## config.mk

```make
export PLATFORM = sky130hd
export DESIGN_NAME = hbif_cmd_ctrl
export DESIGN_NICKNAME = d
export VERILOG_FILES = /design/src/rtl/hbif_cmd_ctrl.sv
export SDC_FILE = /design/constraint.sdc
export NUM_CORES = 1
export LEC_CHECK = 0
export ABC_CLOCK_PERIOD_IN_PS = 2300
export BUFFER_PORTS_ARGS = -buffer_cell sky130_fd_sc_hd__buf_4
export CORE_MARGIN = 1.5
export CORE_UTILIZATION = 56
export CTS_CLUSTER_DIAMETER = 50
export DETAILED_ROUTE_END_ITERATION = 16
export PLACE_DENSITY = 0.82
export SLEW_MARGIN = 20
export SYNTH_ARGS = -nofsm -noshare
export SYNTH_HDL_FRONTEND = slang
export SYNTH_SLANG_ARGS = --single-unit
export TNS_END_PERCENT = 20
```

## constraint.sdc

```tcl
create_clock -name clk_i -period 2.3 [get_ports clk_i]
set_input_delay 0.46 -clock clk_i [delete_from_list [all_inputs] [get_ports clk_i]]
set_output_delay 0.46 -clock clk_i [all_outputs]
set_load 0.02 [all_outputs]
```

## src/rtl/hbif_cmd_ctrl.sv

```systemverilog
// UART byte-protocol command controller: parses 'W'/'R' host frames, issues one
// register-bus access per frame and returns a single response byte.
module hbif_cmd_ctrl #(
  parameter int unsigned BYTE_TIMEOUT = 68750,
  parameter int unsigned BUS_TIMEOUT  = 255
) (
  input  logic       clk_i,
  input  logic       rst_ni,
  input  logic       en_i,
  input  logic       rx_data_valid_i,
  input  logic [7:0] rx_data_i,
  input  logic       tx_data_ready_i,
  output logic       tx_data_valid_o,
  output logic [7:0] tx_data_o,
  output logic       bus_req_o,
  output logic       bus_we_o,
  output logic [7:0] bus_addr_o,
  output logic [7:0] bus_wdata_o,
  input  logic       bus_ack_i,
  input  logic [7:0] bus_rdata_i,
  output logic       err_o
);

  localparam int unsigned BYTE_W = $clog2(BYTE_TIMEOUT + 1);
  localparam int unsigned BUS_W  = $clog2(BUS_TIMEOUT + 1);
  // Timeouts fire in the last counted cycle so the wait spans exactly the limit.
  localparam logic [BYTE_W-1:0] BYTE_LIM = BYTE_W'(BYTE_TIMEOUT - 1);
  localparam logic [BUS_W-1:0]  BUS_LIM  = BUS_W'(BUS_TIMEOUT - 1);
  localparam logic [BYTE_W-1:0] BYTE_MAX = BYTE_W'(BYTE_TIMEOUT);
  localparam logic [BUS_W-1:0]  BUS_MAX  = BUS_W'(BUS_TIMEOUT);

  localparam logic [7:0] CMD_W = 8'h57;
  localparam logic [7:0] CMD_R = 8'h52;
  localparam logic [7:0] ACK   = 8'h06;
  localparam logic [7:0] NAK   = 8'h15;

  typedef enum logic [2:0] {IDLE, ADDR, DATA, BUS, RESP} state_t;

  state_t              state_q, state_d;
  logic                we_q, we_d;
  logic [7:0]          addr_q, addr_d;
  logic [7:0]          wdata_q, wdata_d;
  logic [7:0]          tx_q, tx_d;
  logic                err_q, err_d;
  logic [BYTE_W-1:0]   byte_cnt_q, byte_cnt_d;
  logic [BUS_W-1:0]    bus_cnt_q, bus_cnt_d;

  always_ff @(posedge clk_i or negedge rst_ni) begin
    if (!rst_ni) begin
      state_q    <= IDLE;
      we_q       <= 1'b0;
      addr_q     <= '0;
      wdata_q    <= '0;
      tx_q       <= '0;
      err_q      <= 1'b0;
      byte_cnt_q <= '0;
      bus_cnt_q  <= '0;
    end else begin
      state_q    <= state_d;
      we_q       <= we_d;
      addr_q     <= addr_d;
      wdata_q    <= wdata_d;
      tx_q       <= tx_d;
      err_q      <= err_d;
      byte_cnt_q <= byte_cnt_d;
      bus_cnt_q  <= bus_cnt_d;
    end
  end

  always_comb begin
    state_d    = state_q;
    we_d       = we_q;
    addr_d     = addr_q;
    wdata_d    = wdata_q;
    tx_d       = tx_q;
    err_d      = 1'b0;
    byte_cnt_d = byte_cnt_q;
    bus_cnt_d  = bus_cnt_q;
    if (!en_i) begin
      state_d    = IDLE;
      byte_cnt_d = '0;
      bus_cnt_d  = '0;
    end else begin
      case (state_q)
        IDLE: begin
          byte_cnt_d = '0;
          if (rx_data_valid_i) begin
            if (rx_data_i == CMD_W || rx_data_i == CMD_R) begin
              we_d    = (rx_data_i == CMD_W);
              state_d = ADDR;
            end else begin
              tx_d    = NAK;
              err_d   = 1'b1;
              state_d = RESP;
            end
          end
        end
        ADDR, DATA: begin
          if (rx_data_valid_i) begin
            byte_cnt_d = '0;
            bus_cnt_d  = '0;
            if (state_q == ADDR) begin
              addr_d  = rx_data_i;
              state_d = we_q ? DATA : BUS;
            end else begin
              wdata_d = rx_data_i;
              state_d = BUS;
            end
          end else if (byte_cnt_q == BYTE_LIM) begin
            byte_cnt_d = '0;
            err_d      = 1'b1;
            state_d    = IDLE;
          end else if (byte_cnt_q != BYTE_MAX) begin
            byte_cnt_d = byte_cnt_q + 1'b1;
          end
        end
        BUS: begin
          if (rx_data_valid_i) err_d = 1'b1;
          if (bus_ack_i) begin
            tx_d    = we_q ? ACK : bus_rdata_i;
            state_d = RESP;
          end else if (bus_cnt_q == BUS_LIM) begin
            tx_d    = NAK;
            err_d   = 1'b1;
            state_d = RESP;
          end else if (bus_cnt_q != BUS_MAX) begin
            bus_cnt_d = bus_cnt_q + 1'b1;
          end
        end
        RESP: begin
          if (rx_data_valid_i) err_d = 1'b1;
          if (tx_data_ready_i) state_d = IDLE;
        end
        default: state_d = IDLE;
      endcase
    end
  end

  assign bus_req_o       = (state_q == BUS);
  assign tx_data_valid_o = (state_q == RESP);
  assign tx_data_o       = tx_q;
  assign bus_we_o        = we_q;
  assign bus_addr_o      = addr_q;
  assign bus_wdata_o     = wdata_q;
  assign err_o           = err_q;

endmodule
```

======== After elaboration in Yosys (flattened, before gate mapping) ========
Index checks and enable logic that the tools add are counted.
operators by class
  shift operators ......................... 0
  reductions and logical operators ........ 11
  multiplexer cells ....................... 37
  magnitude comparators ................... 0
  multipliers ............................. 0
  eq/ne operators ......................... 24
  bitwise operators ....................... 1
  add/subtract/negate cells ............... 2
  div/mod/pow operators ................... 0
operator list
  operator                                                number
  two-way mux 8 bit                                       10
  two-way mux 17 bit                                      4
  case mux 17 bit (2 select lines)                        1
  case mux 8 bit (2 select lines)                         2
  two-way mux 3 bit                                       8
  adder 17 x 1 -> 17 bit (second input constant)          1
  == test 17 bit (second input constant)                  1
  inequality test 17 bit (second input constant)          1
  == test 8 x 7 -> 1 bit (second input constant)          2
  AND reduction 4 bit                                     4
  inequality test 3 bit (second input constant)           5
  case mux 3 bit (4 select lines)                         1
  two-way mux 1 bit                                       10
  AND reduction 5 bit                                     2
  inequality test 3 x 1 -> 1 bit (second input constant)  3
  adder 8 x 1 -> 8 bit (second input constant)            1
  == test 8 bit (second input constant)                   1
  inequality test 8 bit (second input constant)           1
  == test 3 x 2 -> 1 bit (second input constant)          2
  inequality test 5 bit (second input constant)           1
  inequality test 2 bit (second input constant)           2
  inequality test 4 x 2 -> 1 bit (second input constant)  1
  inequality test 4 bit (second input constant)           1
  case mux 1 bit (4 select lines)                         1
  9 further kinds                                         9
storage, ports and cells
  logic and storage cells ................. 83
  bits in latches ......................... 0
  bits in registers ....................... 54
  output and inout port bits .............. 28
  bits of input ports ..................... 22
  memories ................................ 0
  RAM bits ................................ 0
  bits in read-only memories .............. 0

======== Depth between registers and ports, before layout ========
  depth in word-level cells ............... 6
  mapped depth ............................ 9
  gate-level depth less buffers ........... 7

======== Least setup slack after synthesis ========
OpenSTA, ideal clock, no wires.
  path kind ............................... reg-to-reg
  start point ............................. register byte_cnt_q[0]
  end point ............................... register byte_cnt_q[12]
  cell stages (with the launch flop) ...... 9
  data required time ...................... 2.231 ns
  setup time .............................. 0.069 ns
  clock period less this slack ............ 1.976 ns
  data arrival time ....................... 1.908 ns
  path slack .............................. 0.324 ns
  path buffers ............................ 2
  cells stage by stage .................... dfrtp_1 -> ha_1 -> and4_1 -> and4_1 -> buf_2 -> or2_1 -> buf_6 -> or3_1 -> nand3_1
on the way
  cells in the longest elaborated chain, start to end .. 6
  elaborated cells between the ends (all ways) .. 10
  those cells by class .................... 1 x add/sub; 3 x eq/ne; 5 x mux; 1 x reduce/logical
ends and longest elaborated chain
  what                              RTL line  source
  start, declared                   45        logic [BYTE_W-1:0] byte_cnt_q, byte_cnt_d;
  start signal, assigned            65        byte_cnt_q <= byte_cnt_d;
  adder 17 x 1 -> 17 bit            114       byte_cnt_d = byte_cnt_q + 1'b1;
  two-way mux 17 bit                113       end else if (byte_cnt_q != BYTE_MAX) begin
  two-way mux 17 bit                109       end else if (byte_cnt_q == BYTE_LIM) begin
  two-way mux 17 bit                99        if (rx_data_valid_i) begin
  case mux 17 bit (2 select lines)  84        case (state_q)
  two-way mux 17 bit                79        if (!en_i) begin
Several ways; a longest one is shown, not always the timed one. The select of a mux whose other input is x is not followed.
A chain may end at the register's enable or synchronous reset.

======== Worst setup path after layout ========
  start point ............................. register byte_cnt_q[5]
  end point ............................... register state_q[1]
on the way
  cells in the longest elaborated chain, start to end .. 3
ends and longest elaborated chain
  what                             RTL line  source
  == test 17 bit                   109
  inequality test 4 bit (no line)  --
  AND reduction 4 bit (no line)    --
  end signal, assigned             59        state_q <= state_d;
  end, declared                    39        state_t state_q, state_d;
Every way passes these cells.

==> results.json <==
{
  "outcome": "finished clean",
  "cts_buffer_depth": 2,
  "syn-num-nets": 322,
  "drc": 0,
  "synth_warnings": 0,
  "ff2ff_setup_slack_ns": 0.22,
  "clkLatencyLatePin_ns": 0.31,
  "crit_type": "reg -> reg",
  "fin_crit_sh_pct": 90.6,
  "synth_edf_count": 0,
  "setup_viol": 0,
  "numCtsBuffers": 5,
  "design.core.area_um2": 4820,
  "final_common_cell": "buf_4",
  "io_buffers": 49,
  "antenna_cells": 0,
  "nFillCells": 406,
  "dieHeight_um": 74.3,
  "grt_start_max_net_pins": 55,
  "fmax_ghz": 0.480,
  "async_flop_share_pct": 100,
  "dieArea_um2": 5520,
  "path_clk_slew_ns": 0.10,
  "drt_iter0_drc": 170,
  "syn-mean-instance-area_um2": 9.64,
  "synth_cell_types": 49,
  "antenna_found_initial": 0,
  "end_kind": "register",
  "synth_top_area_share_pct": 47.5,
  "crit_fanout": 11,
  "die_w_um": 74.3,
  "hold_ws_ns": 0.164,
  "ys_seq_elements": 54,
  "required_ns": 2.50,
  "vias": 2454,
  "rows": 25,
  "viasPerCell": 5.83,
  "gp_congestion": 0.882,
  "synth_area_leader_cell": "dfrtp_1",
  "cts_tree": "yes",
  "final_cell_mix": "buf_4, dfrtp_1, nand3_1, nor2_1, o21ai_0",
  "routed_wl_um": 6330,
  "cp.arrival_ns": 2.29,
  "num_io_pins": 50,
  "floorplan.initialDensity_pct": 59.1,
  "startpoint_type": "register",
  "synth.cell_area_um2": 2850,
  "relSlewSlack_pct": 55.2,
  "p_leak_uw": 0.00161,
  "worstMarginPinSlew_ns": 0.672,
  "holdBufCountCts": 0,
  "htreeDepth": 2,
  "hold_violations": 0,
  "dp.final_hpwl_um": 4690,
  "ys_seq_area_share_pct": 47.5,
  "wire_per_inst_um": 15.0,
  "grt_pass1_vias": 2246,
  "max_stage_delay_ns": 0.46,
  "hold_path_class": "in -> async",
  "fin_tns_setup_ns": 0,
  "cts_setup_buffers": 0,
  "drv_cap": 0,
  "ant_nets": 0,
  "rsz0062_at_grt": "no",
  "slowest_stage": "dfrtp_1",
  "grt.total_usage_pct": 24.4,
  "ctsResizeCount": 0,
  "crit_buf_inv": 0,
  "syn_inst": 295,
  "synthTopCellsByArea": "dfrtp_1, mux2_2, nand3_1",
  "utilization_pct": 71.6,
  "power.density_nw_per_um2": 546,
  "area_growth_pct": 21.2,
  "synthFlopType": "dfrtp_1",
  "cp_cell_sequence": "nor4_1, and4_1, or2_1, nand3_1, a211o_1",
  "drv_slew": 0,
  "cts_root_buffer": "clkbuf_8",
  "layout-drive-gt1-share_pct": 25.1,
  "fin_skew_ns": 0.00685,
  "cts_sinks": 54,
  "cp_top_family": "simple AND/OR/NAND/NOR gates",
  "num-nets-final": 380,
  "grt_overflow": 0,
  "dr.pass1.iters": 4,
  "vdd_drop_max_mv": 0.371,
  "period_needed_ns": 2.08,
  "grt_pass1_wl_um": 10400
}
[Yosys cell counts, types with 4 or more instances]
master    number
dfrtp_1       54
nand3_1       28
nor2_1        19
o21ai_0       19
nand2_1       18
mux2_2        17
a21oi_1       12
inv_1         10
nand2b_1       8
nand4_1        8
or3_1          8
and3_1         7
nor3_1         7
a31oi_1        6
and2_1         6
clkbuf_1       5
ha_1           5
xor2_1         5
a21o_1         4
a22o_1         4
nor2b_1        4
nor4_1         4
o31ai_1        4
[worst register-to-register path: stages, from the launching register on]
cell and delay [ns]:
dfrtp_1 0.46, nor4_1 0.43, and4_1 0.28, or2_1 0.31, nand3_1 0.17, a211o_1 0.32
[final cells by class]
cell class / instances / area [µm²] / share of cell area [%]
flip-flops and latches: 54 / 1350 / 39.2
clock inverters: 3 / 43.8 / 1.27
multi-input cells: 220 / 1400 / 40.5
well taps: 67 / 83.8 / 2.43
clock buffers: 5 / 68.8 / 2.00
inverters: 10 / 37.5 / 1.09
repair buffers: 62 / 465 / 13.5
[cell families (layout without fill, tap and decap cells)]
logic type,after synthesis,after routing,share of synthesized area [%]
simple gates,129,129,24.3
compound gates,63,63,14.0
flops,54,54,47.5
buf+inv,21,80,3.43
mux,17,17,6.73
xor+xnor,6,6,1.85
fa+ha+maj,5,5,2.20
[layer usage]
| metal | track usage (%) | part of all wire (%) |
|---|---|---|
| met1 | 32.8 | 44 |
| met2 | 39.0 | 49 |
| met3 | 5.56 | 4.9 |
| met4 | 9.09 | 1.8 |
| met5 | 0 | 0 |
[registers in the layout (all words and copies together) (netlist names)]
| register | count |
|---|---|
| tx_data_o | 8 |
| bus_addr_o | 8 |
| byte_cnt_q | 17 |
| bus_wdata_o | 8 |
| bus_cnt_q | 8 |
| state_q | 3 |
| bus_we_o | 1 |
| err_o | 1 |
[report_power, final]
| part | leakage [µW] | switching (µW) | total [µW] | internal [µW] |
|---|---|---|---|---|
| clock | 0.0000585 | 319 | 645 | 327 |
| combinational | 0.000819 | 131 | 239 | 108 |
| sequential | 0.000731 | 18.4 | 999 | 980 |
[final timing paths]
| kind | from | end | cells after the start |
|---|---|---|---|
| min in group clk_i | bus_rdata_i[3] | tx_data_o[3]$_DFFE_PN0P_ | 2 |
| hold reg to reg | tx_data_o[4]$_DFFE_PN0P_ | tx_data_o[4]$_DFFE_PN0P_ | 1 |
| max in group asynchronous | rst_ni | byte_cnt_q[1]$_DFFE_PN0P_ | 1 |
| hold / removal | rst_ni | byte_cnt_q[6]$_DFFE_PN0P_ | 1 |
| setup / recovery | byte_cnt_q[5]$_DFFE_PN0P_ | state_q[1]$_DFFE_PN0P_ | 5 |
| setup reg to reg | byte_cnt_q[5]$_DFFE_PN0P_ | state_q[1]$_DFFE_PN0P_ | 5 |
[through the flow]
step	cells	instance area [µm²]	worst slack, ns	power (µW)
6_report	421	3450	0.217	1880
5_1_grt	421	3450	0.0691	1950
4_1_cts	421	3450	0.228	1900
3_5_place_dp	413	3330	0.226	1260
3_3_place_gp	413	3330	0.266	1250
2_1_floorplan	295	2850	0.324	1130
Power figures use the tool's default switching activity.
